File: src/rtl/id_stage_param.sv
// -----------------------------------------------------------------------------
// id_stage_param
//   RV32 instruction decode stage sitting between IF and EX.
//   - Decodes one instruction into a one-hot class, destination and immediate.
//   - Reads two register-file operands and overrides them from NUM_FWD
//     forwarding sources (index 0 is the youngest and wins).
//   - Stalls while a selected forwarding source is still pending (load in
//     flight) for a register the instruction actually reads.
//   - Computes branch / JAL / JALR targets.
//   - Single-entry output register with valid/ready on both sides and a
//     flush input that kills the held bundle.
//
// Ports
//   clk, rst                  clock, synchronous active-high reset
//   in_valid/in_ready         IF-side handshake, in_pc/in_inst payload
//   flush                     kill the held bundle; blocks acceptance this cycle
//   rf_raddr1/2, rf_rdata1/2  combinational register-file read port
//   fwd_valid/pending/addr/data  forwarding sources, packed, index 0 youngest
//   out_valid/out_ready       EX-side handshake
//   out_pc .. out_illegal     registered decoded bundle
//   perf_stall_cnt            cycles the interlock stalled (not during flush)
//   perf_mem_cnt              accepted loads and stores
// -----------------------------------------------------------------------------
module id_stage_param #(
    parameter int XLEN    = 32,
    parameter int NUM_FWD = 3,
    parameter int M_EXT   = 1,
    parameter int PERF_W  = 32
) (
    input  logic                    clk,
    input  logic                    rst,
    input  logic                    in_valid,
    output logic                    in_ready,
    input  logic [XLEN-1:0]         in_pc,
    input  logic [31:0]             in_inst,
    input  logic                    flush,
    output logic [4:0]              rf_raddr1,
    output logic [4:0]              rf_raddr2,
    input  logic [XLEN-1:0]         rf_rdata1,
    input  logic [XLEN-1:0]         rf_rdata2,
    input  logic [NUM_FWD-1:0]      fwd_valid,
    input  logic [NUM_FWD-1:0]      fwd_pending,
    input  logic [NUM_FWD*5-1:0]    fwd_addr,
    input  logic [NUM_FWD*XLEN-1:0] fwd_data,
    output logic                    out_valid,
    input  logic                    out_ready,
    output logic [XLEN-1:0]         out_pc,
    output logic [XLEN-1:0]         out_rs1_val,
    output logic [XLEN-1:0]         out_rs2_val,
    output logic [XLEN-1:0]         out_imm,
    output logic [XLEN-1:0]         out_target,
    output logic [4:0]              out_rd,
    output logic [9:0]              out_class,
    output logic [2:0]              out_funct3,
    output logic [6:0]              out_funct7,
    output logic                    out_illegal,
    output logic [PERF_W-1:0]       perf_stall_cnt,
    output logic [PERF_W-1:0]       perf_mem_cnt
);

    // Bit positions inside the one-hot class vector {R,I,LOAD,JALR,S,B,LUI,AUIPC,JAL,MUL}
    localparam int CLS_R     = 9;
    localparam int CLS_I     = 8;
    localparam int CLS_LOAD  = 7;
    localparam int CLS_JALR  = 6;
    localparam int CLS_S     = 5;
    localparam int CLS_B     = 4;
    localparam int CLS_LUI   = 3;
    localparam int CLS_AUIPC = 2;
    localparam int CLS_JAL   = 1;
    localparam int CLS_MUL   = 0;

    localparam logic [6:0] OPC_OP     = 7'b0110011;
    localparam logic [6:0] OPC_OP_IMM = 7'b0010011;
    localparam logic [6:0] OPC_LOAD   = 7'b0000011;
    localparam logic [6:0] OPC_JALR   = 7'b1100111;
    localparam logic [6:0] OPC_STORE  = 7'b0100011;
    localparam logic [6:0] OPC_BRANCH = 7'b1100011;
    localparam logic [6:0] OPC_LUI    = 7'b0110111;
    localparam logic [6:0] OPC_AUIPC  = 7'b0010111;
    localparam logic [6:0] OPC_JAL    = 7'b1101111;

    // Returns {pending, value} of the operand for register rs. x0 is always
    // zero and never pending; otherwise the lowest-index matching forwarding
    // source wins, so the loop runs from the oldest down to the youngest.
    function automatic logic [XLEN:0] pick_operand(
        input logic [4:0]              rs,
        input logic [XLEN-1:0]         rdata,
        input logic [NUM_FWD-1:0]      f_valid,
        input logic [NUM_FWD-1:0]      f_pending,
        input logic [NUM_FWD*5-1:0]    f_addr,
        input logic [NUM_FWD*XLEN-1:0] f_data
    );
        logic [XLEN:0] res;
        res = {1'b0, rdata};
        for (int i = NUM_FWD - 1; i >= 0; i--) begin
            if (f_valid[i] && (f_addr[i*5 +: 5] == rs)) begin
                res = {f_pending[i], f_data[i*XLEN +: XLEN]};
            end
        end
        if (rs == 5'd0) begin
            res = {1'b0, {XLEN{1'b0}}};
        end
        return res;
    endfunction

    logic [6:0]      opcode_s;
    logic [9:0]      cls_s;
    logic            illegal_s;
    logic [31:0]     imm32_s;
    logic [XLEN-1:0] imm_s;
    logic [XLEN:0]   op1_s;
    logic [XLEN:0]   op2_s;
    logic            uses_rs1_s;
    logic            uses_rs2_s;
    logic            hazard_s;
    logic            in_ready_s;
    logic            accept_s;
    logic [XLEN-1:0] jalr_sum_s;
    logic [XLEN-1:0] target_s;
    logic [4:0]      rd_s;
    logic            is_mem_s;

    logic              valid_q, valid_d;
    logic [XLEN-1:0]   pc_q, rs1_val_q, rs2_val_q, imm_q, target_q;
    logic [4:0]        rd_q;
    logic [9:0]        class_q;
    logic [2:0]        funct3_q;
    logic [6:0]        funct7_q;
    logic              illegal_q;
    logic [PERF_W-1:0] stall_cnt_q;
    logic [PERF_W-1:0] mem_cnt_q;

    assign opcode_s  = in_inst[6:0];
    assign rf_raddr1 = in_inst[19:15];
    assign rf_raddr2 = in_inst[24:20];

    // Opcode decode into the one-hot class and the illegal flag
    always_comb begin
        cls_s     = 10'd0;
        illegal_s = 1'b0;
        case (opcode_s)
            OPC_OP: begin
                if (in_inst[31:25] == 7'b0000001) begin
                    if (M_EXT != 32'sd0) begin
                        cls_s[CLS_MUL] = 1'b1;
                    end else begin
                        illegal_s = 1'b1;
                    end
                end else begin
                    cls_s[CLS_R] = 1'b1;
                end
            end
            OPC_OP_IMM: cls_s[CLS_I]     = 1'b1;
            OPC_LOAD:   cls_s[CLS_LOAD]  = 1'b1;
            OPC_JALR:   cls_s[CLS_JALR]  = 1'b1;
            OPC_STORE:  cls_s[CLS_S]     = 1'b1;
            OPC_BRANCH: cls_s[CLS_B]     = 1'b1;
            OPC_LUI:    cls_s[CLS_LUI]   = 1'b1;
            OPC_AUIPC:  cls_s[CLS_AUIPC] = 1'b1;
            OPC_JAL:    cls_s[CLS_JAL]   = 1'b1;
            default:    illegal_s        = 1'b1;
        endcase
    end

    // Immediate builder; R-type, MUL and illegal encodings carry no immediate
    always_comb begin
        if (cls_s[CLS_I] || cls_s[CLS_LOAD] || cls_s[CLS_JALR]) begin
            imm32_s = {{20{in_inst[31]}}, in_inst[31:20]};
        end else if (cls_s[CLS_S]) begin
            imm32_s = {{20{in_inst[31]}}, in_inst[31:25], in_inst[11:7]};
        end else if (cls_s[CLS_B]) begin
            imm32_s = {{19{in_inst[31]}}, in_inst[31], in_inst[7], in_inst[30:25], in_inst[11:8], 1'b0};
        end else if (cls_s[CLS_LUI] || cls_s[CLS_AUIPC]) begin
            imm32_s = {in_inst[31:12], 12'd0};
        end else if (cls_s[CLS_JAL]) begin
            imm32_s = {{11{in_inst[31]}}, in_inst[31], in_inst[19:12], in_inst[20], in_inst[30:21], 1'b0};
        end else begin
            imm32_s = 32'd0;
        end
    end

    // Sign-extend to XLEN so the same code serves an RV64 build
    assign imm_s = XLEN'($signed(imm32_s));

    assign op1_s = pick_operand(rf_raddr1, rf_rdata1, fwd_valid, fwd_pending, fwd_addr, fwd_data);
    assign op2_s = pick_operand(rf_raddr2, rf_rdata2, fwd_valid, fwd_pending, fwd_addr, fwd_data);

    assign uses_rs1_s = cls_s[CLS_R] | cls_s[CLS_I] | cls_s[CLS_LOAD] | cls_s[CLS_JALR] |
                        cls_s[CLS_S] | cls_s[CLS_B] | cls_s[CLS_MUL];
    assign uses_rs2_s = cls_s[CLS_R] | cls_s[CLS_S] | cls_s[CLS_B] | cls_s[CLS_MUL];

    // Only the selected source's pending bit matters: a shadowed older pending
    // entry is irrelevant because its value would not be used anyway.
    assign hazard_s   = in_valid & ((uses_rs1_s & op1_s[XLEN]) | (uses_rs2_s & op2_s[XLEN]));
    assign in_ready_s = (~valid_q | out_ready) & ~hazard_s & ~flush;
    assign accept_s   = in_valid & in_ready_s;
    assign in_ready   = in_ready_s;

    assign jalr_sum_s = op1_s[XLEN-1:0] + imm_s;
    assign rd_s       = (cls_s[CLS_S] | cls_s[CLS_B] | illegal_s) ? 5'd0 : in_inst[11:7];
    assign is_mem_s   = cls_s[CLS_LOAD] | cls_s[CLS_S];

    // Branch/jump target selection
    always_comb begin
        if (cls_s[CLS_B] || cls_s[CLS_JAL]) begin
            target_s = in_pc + imm_s;
        end else if (cls_s[CLS_JALR]) begin
            target_s = {jalr_sum_s[XLEN-1:1], 1'b0};
        end else begin
            target_s = {XLEN{1'b0}};
        end
    end

    // Output-valid next state: flush beats accept, accept beats drain
    always_comb begin
        if (flush) begin
            valid_d = 1'b0;
        end else if (accept_s) begin
            valid_d = 1'b1;
        end else if (out_ready) begin
            valid_d = 1'b0;
        end else begin
            valid_d = valid_q;
        end
    end

    // Pipeline register and performance counters
    always_ff @(posedge clk) begin
        if (rst) begin
            valid_q     <= 1'b0;
            pc_q        <= {XLEN{1'b0}};
            rs1_val_q   <= {XLEN{1'b0}};
            rs2_val_q   <= {XLEN{1'b0}};
            imm_q       <= {XLEN{1'b0}};
            target_q    <= {XLEN{1'b0}};
            rd_q        <= 5'd0;
            class_q     <= 10'd0;
            funct3_q    <= 3'd0;
            funct7_q    <= 7'd0;
            illegal_q   <= 1'b0;
            stall_cnt_q <= {PERF_W{1'b0}};
            mem_cnt_q   <= {PERF_W{1'b0}};
        end else begin
            valid_q <= valid_d;
            if (accept_s) begin
                pc_q      <= in_pc;
                rs1_val_q <= op1_s[XLEN-1:0];
                rs2_val_q <= op2_s[XLEN-1:0];
                imm_q     <= imm_s;
                target_q  <= target_s;
                rd_q      <= rd_s;
                class_q   <= cls_s;
                funct3_q  <= in_inst[14:12];
                funct7_q  <= in_inst[31:25];
                illegal_q <= illegal_s;
            end
            if (hazard_s && !flush) begin
                stall_cnt_q <= stall_cnt_q + PERF_W'(1'b1);
            end
            if (accept_s && is_mem_s) begin
                mem_cnt_q <= mem_cnt_q + PERF_W'(1'b1);
            end
        end
    end

    assign out_valid      = valid_q;
    assign out_pc         = pc_q;
    assign out_rs1_val    = rs1_val_q;
    assign out_rs2_val    = rs2_val_q;
    assign out_imm        = imm_q;
    assign out_target     = target_q;
    assign out_rd         = rd_q;
    assign out_class      = class_q;
    assign out_funct3     = funct3_q;
    assign out_funct7     = funct7_q;
    assign out_illegal    = illegal_q;
    assign perf_stall_cnt = stall_cnt_q;
    assign perf_mem_cnt   = mem_cnt_q;

endmodule

File: config.mk
export PLATFORM = sky130hd
export DESIGN_NAME = id_stage_param
export DESIGN_NICKNAME = d
export VERILOG_FILES = /design/src/rtl/id_stage_param.sv
export SDC_FILE = /design/constraint.sdc
export NUM_CORES = 1
export LEC_CHECK = 0
export ABC_CLOCK_PERIOD_IN_PS = 9350
export CAP_MARGIN = 20
export CORE_AREA = 2 2 199 201
export CTS_BUF_LIST = sky130_fd_sc_hd__clkbuf_4 sky130_fd_sc_hd__clkbuf_8
export DETAILED_ROUTE_END_ITERATION = 6
export DIE_AREA = 0 0 201 203
export HOLD_SLACK_MARGIN = 0.06
export PLACE_DENSITY = 0.74
export SYNTH_ARGS = -nofsm -noshare
export SYNTH_HDL_FRONTEND = slang
export SYNTH_SLANG_ARGS = --single-unit
File: constraint.sdc
create_clock -name clk -period 9.35 [get_ports clk]
set_clock_uncertainty 0.2 [all_clocks]
set_input_delay 2.3375 -clock clk [delete_from_list [all_inputs] [get_ports clk]]
set_output_delay 2.3375 -clock clk [all_outputs]
set_load 0.01 [all_outputs]
=== After elaboration in Yosys (flattened, before gate mapping) ===
Cells that the tools add are included.

* Register bits: 251
* Bits of input ports: 250
* Output and inout bits: 262
* Logic and storage cells: 105

* Add/sub/neg operators: 4
* Eq/ne operators: 16
* Multiplexer cells: 31
* Bitwise gates (word level): 23
* Reduce and logical (&&, ||, !) cells: 18

{| class="wikitable"
|+ Operators by type and width
! cell !! number
|-
| $mux W33 || 8
|-
| $mux W32 || 7
|-
| $add A32 B1 Y32 const B || 2
|-
| $add A32 B32 Y32 || 2
|-
| $eq A5 B5 Y1 || 6
|-
| $eq A7 B6 Y1 const B || 3
|-
| $eq A7 B7 Y1 const B || 3
|-
| $mux W1 || 15
|-
| $eq A7 B5 Y1 const B || 2
|-
| $or A1 B1 Y1 || 14
|-
| $logic_not A5 Y1 || 2
|-
| $reduce_or A9 Y1 || 1
|-
| $logic_and A1 B1 Y1 || 8
|-
| $eq A7 B1 Y1 const B || 1
|-
| $eq A7 B2 Y1 const B || 1
|-
| $and A1 B1 Y1 || 6
|-
| $mux W5 || 1
|-
| $logic_or A1 B1 Y1 || 4
|-
| $not A1 Y1 || 3
|-
| $reduce_bool A2 Y1 || 1
|-
| $reduce_or A2 Y1 || 1
|-
| $logic_not A1 Y1 || 1
|}

=== Longest topological paths before layout ===
* Depth in word-level cells: 17
* Gate-level depth with buffers: 22
* Gate-level depth less buffers: 19

=== Worst setup path before layout ===
No wires, ideal clock.

* Kind: input port to flip-flop
* Start: in in_inst[18]
* End: reg target_q[26], in the netlist out_target[26]
* Library setup time: 132 ps
* Arrival time: 6349 ps
* Data required time: 9018 ps
* Setup slack: 2669 ps
* Stages on the path: 21
* Cell sequence: buf_2 -> xor2_1 -> nor4_1 -> and3_1 -> buf_2 -> buf_2 -> mux2i_1 -> a211oi_1 -> a21oi_1 -> nor2_1 -> ha_1 -> a21o_1 -> a21o_1 -> a211oi_1 -> a21oi_1 -> o41ai_1 -> o21ai_0 -> a31oi_1 -> xnor2_1 -> a221oi_1 -> nor3_1

* Elaborated cells between the ends (all ways): 27
* Those cells by class: add/sub: 2; eq/ne: 3; mux: 11; bitwise: 7; reduce/logical: 4

{| class="wikitable"
|+ RTL lines
! what !! line !! RTL
|-
| from (decl) || 35 || <nowiki>input logic [31:0] in_inst,</nowiki>
|-
| $eq A5 B5 Y1 || 97 || <nowiki>if (f_valid[i] && (f_addr[i*5 +: 5] == rs)) begin</nowiki>
|-
| $logic_and A1 B1 Y1 || 97 ||
|-
| $mux W33 (3 in series) || 97 ||
|-
| $mux W33 (*) || 101 || <nowiki>if (rs == 5'd0) begin</nowiki>
|-
| named net op1_s[6] || 112 || <nowiki>logic [XLEN:0] op1_s;</nowiki>
|-
| $add A32 B32 Y32 (*) || 200 || <nowiki>assign jalr_sum_s = op1_s[XLEN-1:0] + imm_s;</nowiki>
|-
| $mux W32 (*) || 208 || <nowiki>end else if (cls_s[CLS_JALR]) begin</nowiki>
|-
| $mux W32 (*) || 206 || <nowiki>if (cls_s[CLS_B] || cls_s[CLS_JAL]) begin</nowiki>
|-
| to (signal assigned) || 236 || <nowiki>target_q <= {XLEN{1'b0}};</nowiki>
|-
| to (signal assigned) || 251 || <nowiki>target_q <= target_s;</nowiki>
|-
| to (decl) || 125 || <nowiki>logic [XLEN-1:0] pc_q, rs1_val_q, rs2_val_q, imm_q, target_q;</nowiki>
|}

The timed path passes the listed nets; every way through them passes the cells marked *.
A chain may end at the register's enable or synchronous reset.

=== Worst setup path after layout ===
* Start: in in_inst[16]
* End: out in_ready

* Longest elaborated chain between the ends: 12
* Elaborated cells between the ends (all ways): 17
* Those cells by class: eq/ne: 3; mux: 4; bitwise: 6; reduce/logical: 4

{| class="wikitable"
|+ Ends and longest elaborated chain
! what !! line !! RTL
|-
| $eq A5 B5 Y1 || 97 ||
|-
| $logic_and A1 B1 Y1 || 97 ||
|-
| $mux W33 (3 in series) || 97 ||
|-
| $mux W33 (*) || 101 ||
|-
| $and A1 B1 Y1 (*) || 195 || <nowiki>assign hazard_s = in_valid & ((uses_rs1_s & op1_s[XLEN]) | (uses_rs2_s & op2_s[XLEN]));</nowiki>
|-
| $or A1 B1 Y1 (*) || 195 ||
|-
| $and A1 B1 Y1 (*) || 195 ||
|-
| $not A1 Y1 (*) || 196 || <nowiki>assign in_ready_s = (~valid_q | out_ready) & ~hazard_s & ~flush;</nowiki>
|-
| $and A1 B1 Y1 (*) (2 in series) || 196 ||
|-
| to (decl) || 33 || <nowiki>output logic in_ready,</nowiki>
|}

Every way passes the cells marked *; elsewhere a longest branch is shown, timed or not.

==> reports/metrics.yaml <==
outcome:
  status: "finished, final reports clean"
sta:
  drv_slew: 0
  final.min_clock_period_ps: 8132
  finalHoldViolCount: 0
  slew-limit-headroom_pct: 17.94
  layout_setup_ws_ps: 1218
  min_period_over_period_pct: 86.97
  max_freq_mhz: 123.0
  worst-slew-pin-transition_ps: 1218
  rsz0062_at_grt: "no"
  setup_viol: 0
  setup-tns-final_ps: 0
place:
  gp_congestion: 0.9966
  pre_cts_slack_ps: 978.4
  io_buffer_count: 511
  place_area_um2: 20890
  dp_hpwl_um: 51200
floorplan:
  start_util_pct: 40.61
  die_w_um: 201
  rows: 72
  dieArea_um2: 40800
  core-area_um2: 38470
  io_pins: 512
  die_h_um: 203
worst_setup_path:
  crit_buf_inv: 2
  crit_slowest_cell: "and3_2"
  path_cells: "clkdlybuf4s50_1 > xor2_1 > nor4_1 > and3_2 > a311oi_2 > o32a_2 > nor2b_1 > nor3_1 > clkdlybuf4s50_1"
  cp-end-kind: "output port"
  required_ps: 6810
  cp.arrival_ps: 5590
  path_delay_family: "simple AND/OR/NAND/NOR gates"
  startpoint_type: "input port"
  path_class: "in -> out"
  max_stage_delay_ps: 740
  crit_path_max_fanout: 20
  critical-path-top-cell-by-count: "clkdlybuf4s50_1"
detailed_routing:
  vias: 17450
  drt_iter0_drc: 1062
  avgViaCountPerCell: 5.659
  avgRoutedWirePerCell_um: 22.07
  first_pass_iters: 5
  drt-total-wl_um: 68030
  postRouteAntennaNets: 0
  drc: 0
global_routing:
  antenna_found_initial: 1
  grt_pass1_wl_um: 101800
  grt_util_all_layers_pct: 32.20
  grt_max_degree: 150
  overflow: 0
  grt_pass1_vias: 16990
clock_network:
  cts.clk_slew.worst_paths_ps: 60
  clk_path_buf_depth: 3
  clkSinkCount: 251
  htreeDepth: 2
  root_buffer: "clkbuf_8"
  clock_latency_ps: 630
  cts_tree: "done"
  post-cts-setup-buffer-count: 0
  cts_buffers: 46
  ctsHoldBuffers: 0
  cts_resized: 0
synth:
  synth-edff-count: 0
  syn-mean-instance-area_um2: 7.392
  synthArstFlopShare_pct: 0
  syn_area_um2: 15620
  syn_inst: 2113
  syn_nets: 2428
  ys_types: 64
  synth_seq_area_share_pct: 32.17
  synthFlopType: "dfxtp_1"
  ys_warn_count: 0
  ys_ff_latch: 251
finish:
  drive_above_1_share_pct: 4.836
  mostFrequentLayoutCells: "510 x clkdlybuf4s50_1, 305 x nor2_1, 279 x a21oi_1"
  area_delta_synth_final_pct: 40.22
  final_common_cell: "clkdlybuf4s50_1"
  fillCellCount: 3620
  layout.nets: 2848
  final_area_um2: 21900
pwr:
  powerDensity_nw_per_um2: 131.9
  p_leak_nw: 8.286
  totalPowerFinal_mw: 2.889
  max-vdd-ir-drop_v: 0.0001040
worst_hold_path:
  hold_class: "reg -> reg"
flow_run:
  max_cap_violations: 0
power breakdown:
group	switching (mW)	internal (mW)	total, mW
registers	0.0206	1.11	1.13
logic	0.313	0.273	0.586
clock network	0.500	0.677	1.18
total	0.833	2.06	2.89
cells by family (layout without fill, tap and decap cells):
kind of cell | after synthesis | after routing | share of synthesized area [%]
AOI/OAI and AO/OA | 558 | 558 | 21.54
xor gates and xnor gates | 139 | 139 | 7.794
adders and majority gates | 65 | 65 | 5.303
buffers and inverters | 187 | 638 | 4.958
DFF | 251 | 251 | 32.17
muxes | 66 | 66 | 4.229
other | 0 | 1 | 0
and+or+nand+nor | 847 | 847 | 24.01
per-layer routing:
| metal | GRT usage, % | share of wire (%) |
|---|---|---|
| met3 | 6.469 | 7.1 |
| met5 | 0 | 0 |
| met2 | 55.03 | 47 |
| met1 | 38.80 | 41 |
| met4 | 15.34 | 4.8 |
per-stage QoR:
stage	util, %	cells	hold WS (ps)
finish	56.94	3083	252.4
global route	56.94	3083	273.0
CTS	56.93	3082	254.1
detailed placement	54.32	3003	245.8
global placement	54.32	3003	241.5
floorplan	-	2113	276.1
cells in the mapped netlist, types with 9 or more instances:
cell type / instances / area, µm²
clkbuf_1: 110 / 412.9
nand2_1: 273 / 1025
nor4_1: 9 / 56.30
nand3_1: 50 / 250.2
ha_1: 63 / 788.3
o21bai_1: 12 / 90.09
buf_4: 10 / 75.07
dfxtp_1: 251 / 5025
nand4_1: 23 / 143.9
o21ai_0: 66 / 330.3
nor2_1: 306 / 1149
a21o_1: 42 / 315.3
xnor2_1: 66 / 578.1
a31oi_1: 12 / 75.07
and3_1: 21 / 131.4
buf_2: 28 / 140.1
buf_1: 9 / 33.78
inv_1: 30 / 112.6
mux2i_1: 66 / 660.6
a21oi_1: 279 / 1396
or3_1: 14 / 87.58
xor2_1: 73 / 639.4
a221oi_1: 17 / 148.9
a211oi_1: 74 / 555.5
nor3_1: 91 / 455.4
and2_1: 13 / 81.33
worst min-delay path, stage by stage, from the launching register on:
cell and delay [ps]:
dfxtp_1 310, nand2_1 50, a21oi_1 50
flip-flops by register name, indices dropped and copies added, names as in the netlist:
register        flops
out_rs1_val        32
perf_mem_cnt       32
out_target         32
out_funct3          3
out_imm            32
perf_stall_cnt     32
out_funct7          7
out_valid           1
out_class          10
out_illegal         1
out_rs2_val        32
out_rd              5
out_pc             32
final timing paths:
| path | depth (start not counted) | startpoint | slack (ps) | end |
|---|---|---|---|---|
| max reg2reg | 9 | perf_mem_cnt[9]$_SDFFE_PP0P_ | 6020 | perf_mem_cnt[30]$_SDFFE_PP0P_ |
| min | 2 | out_imm[2]$_SDFFE_PP0P_ | 250 | out_imm[2]$_SDFFE_PP0P_ |
| min reg2reg | 2 | out_imm[2]$_SDFFE_PP0P_ | 250 | out_imm[2]$_SDFFE_PP0P_ |
| max | 9 | in_inst[16] | 1220 | in_ready |
area by class of cell:
type	count	area, µm²	area share (%)
diodes	1	2.502	0.01143
multi-input cells	1675	9854	44.99
clock inverters	6	82.58	0.3770
inverters	30	112.6	0.5141
well taps	518	648.1	2.959
flip-flops and latches	251	5025	22.94
repair buffers	529	5254	23.99
clock buffers	73	923.4	4.216
Power figures use the tool's default switching activity.
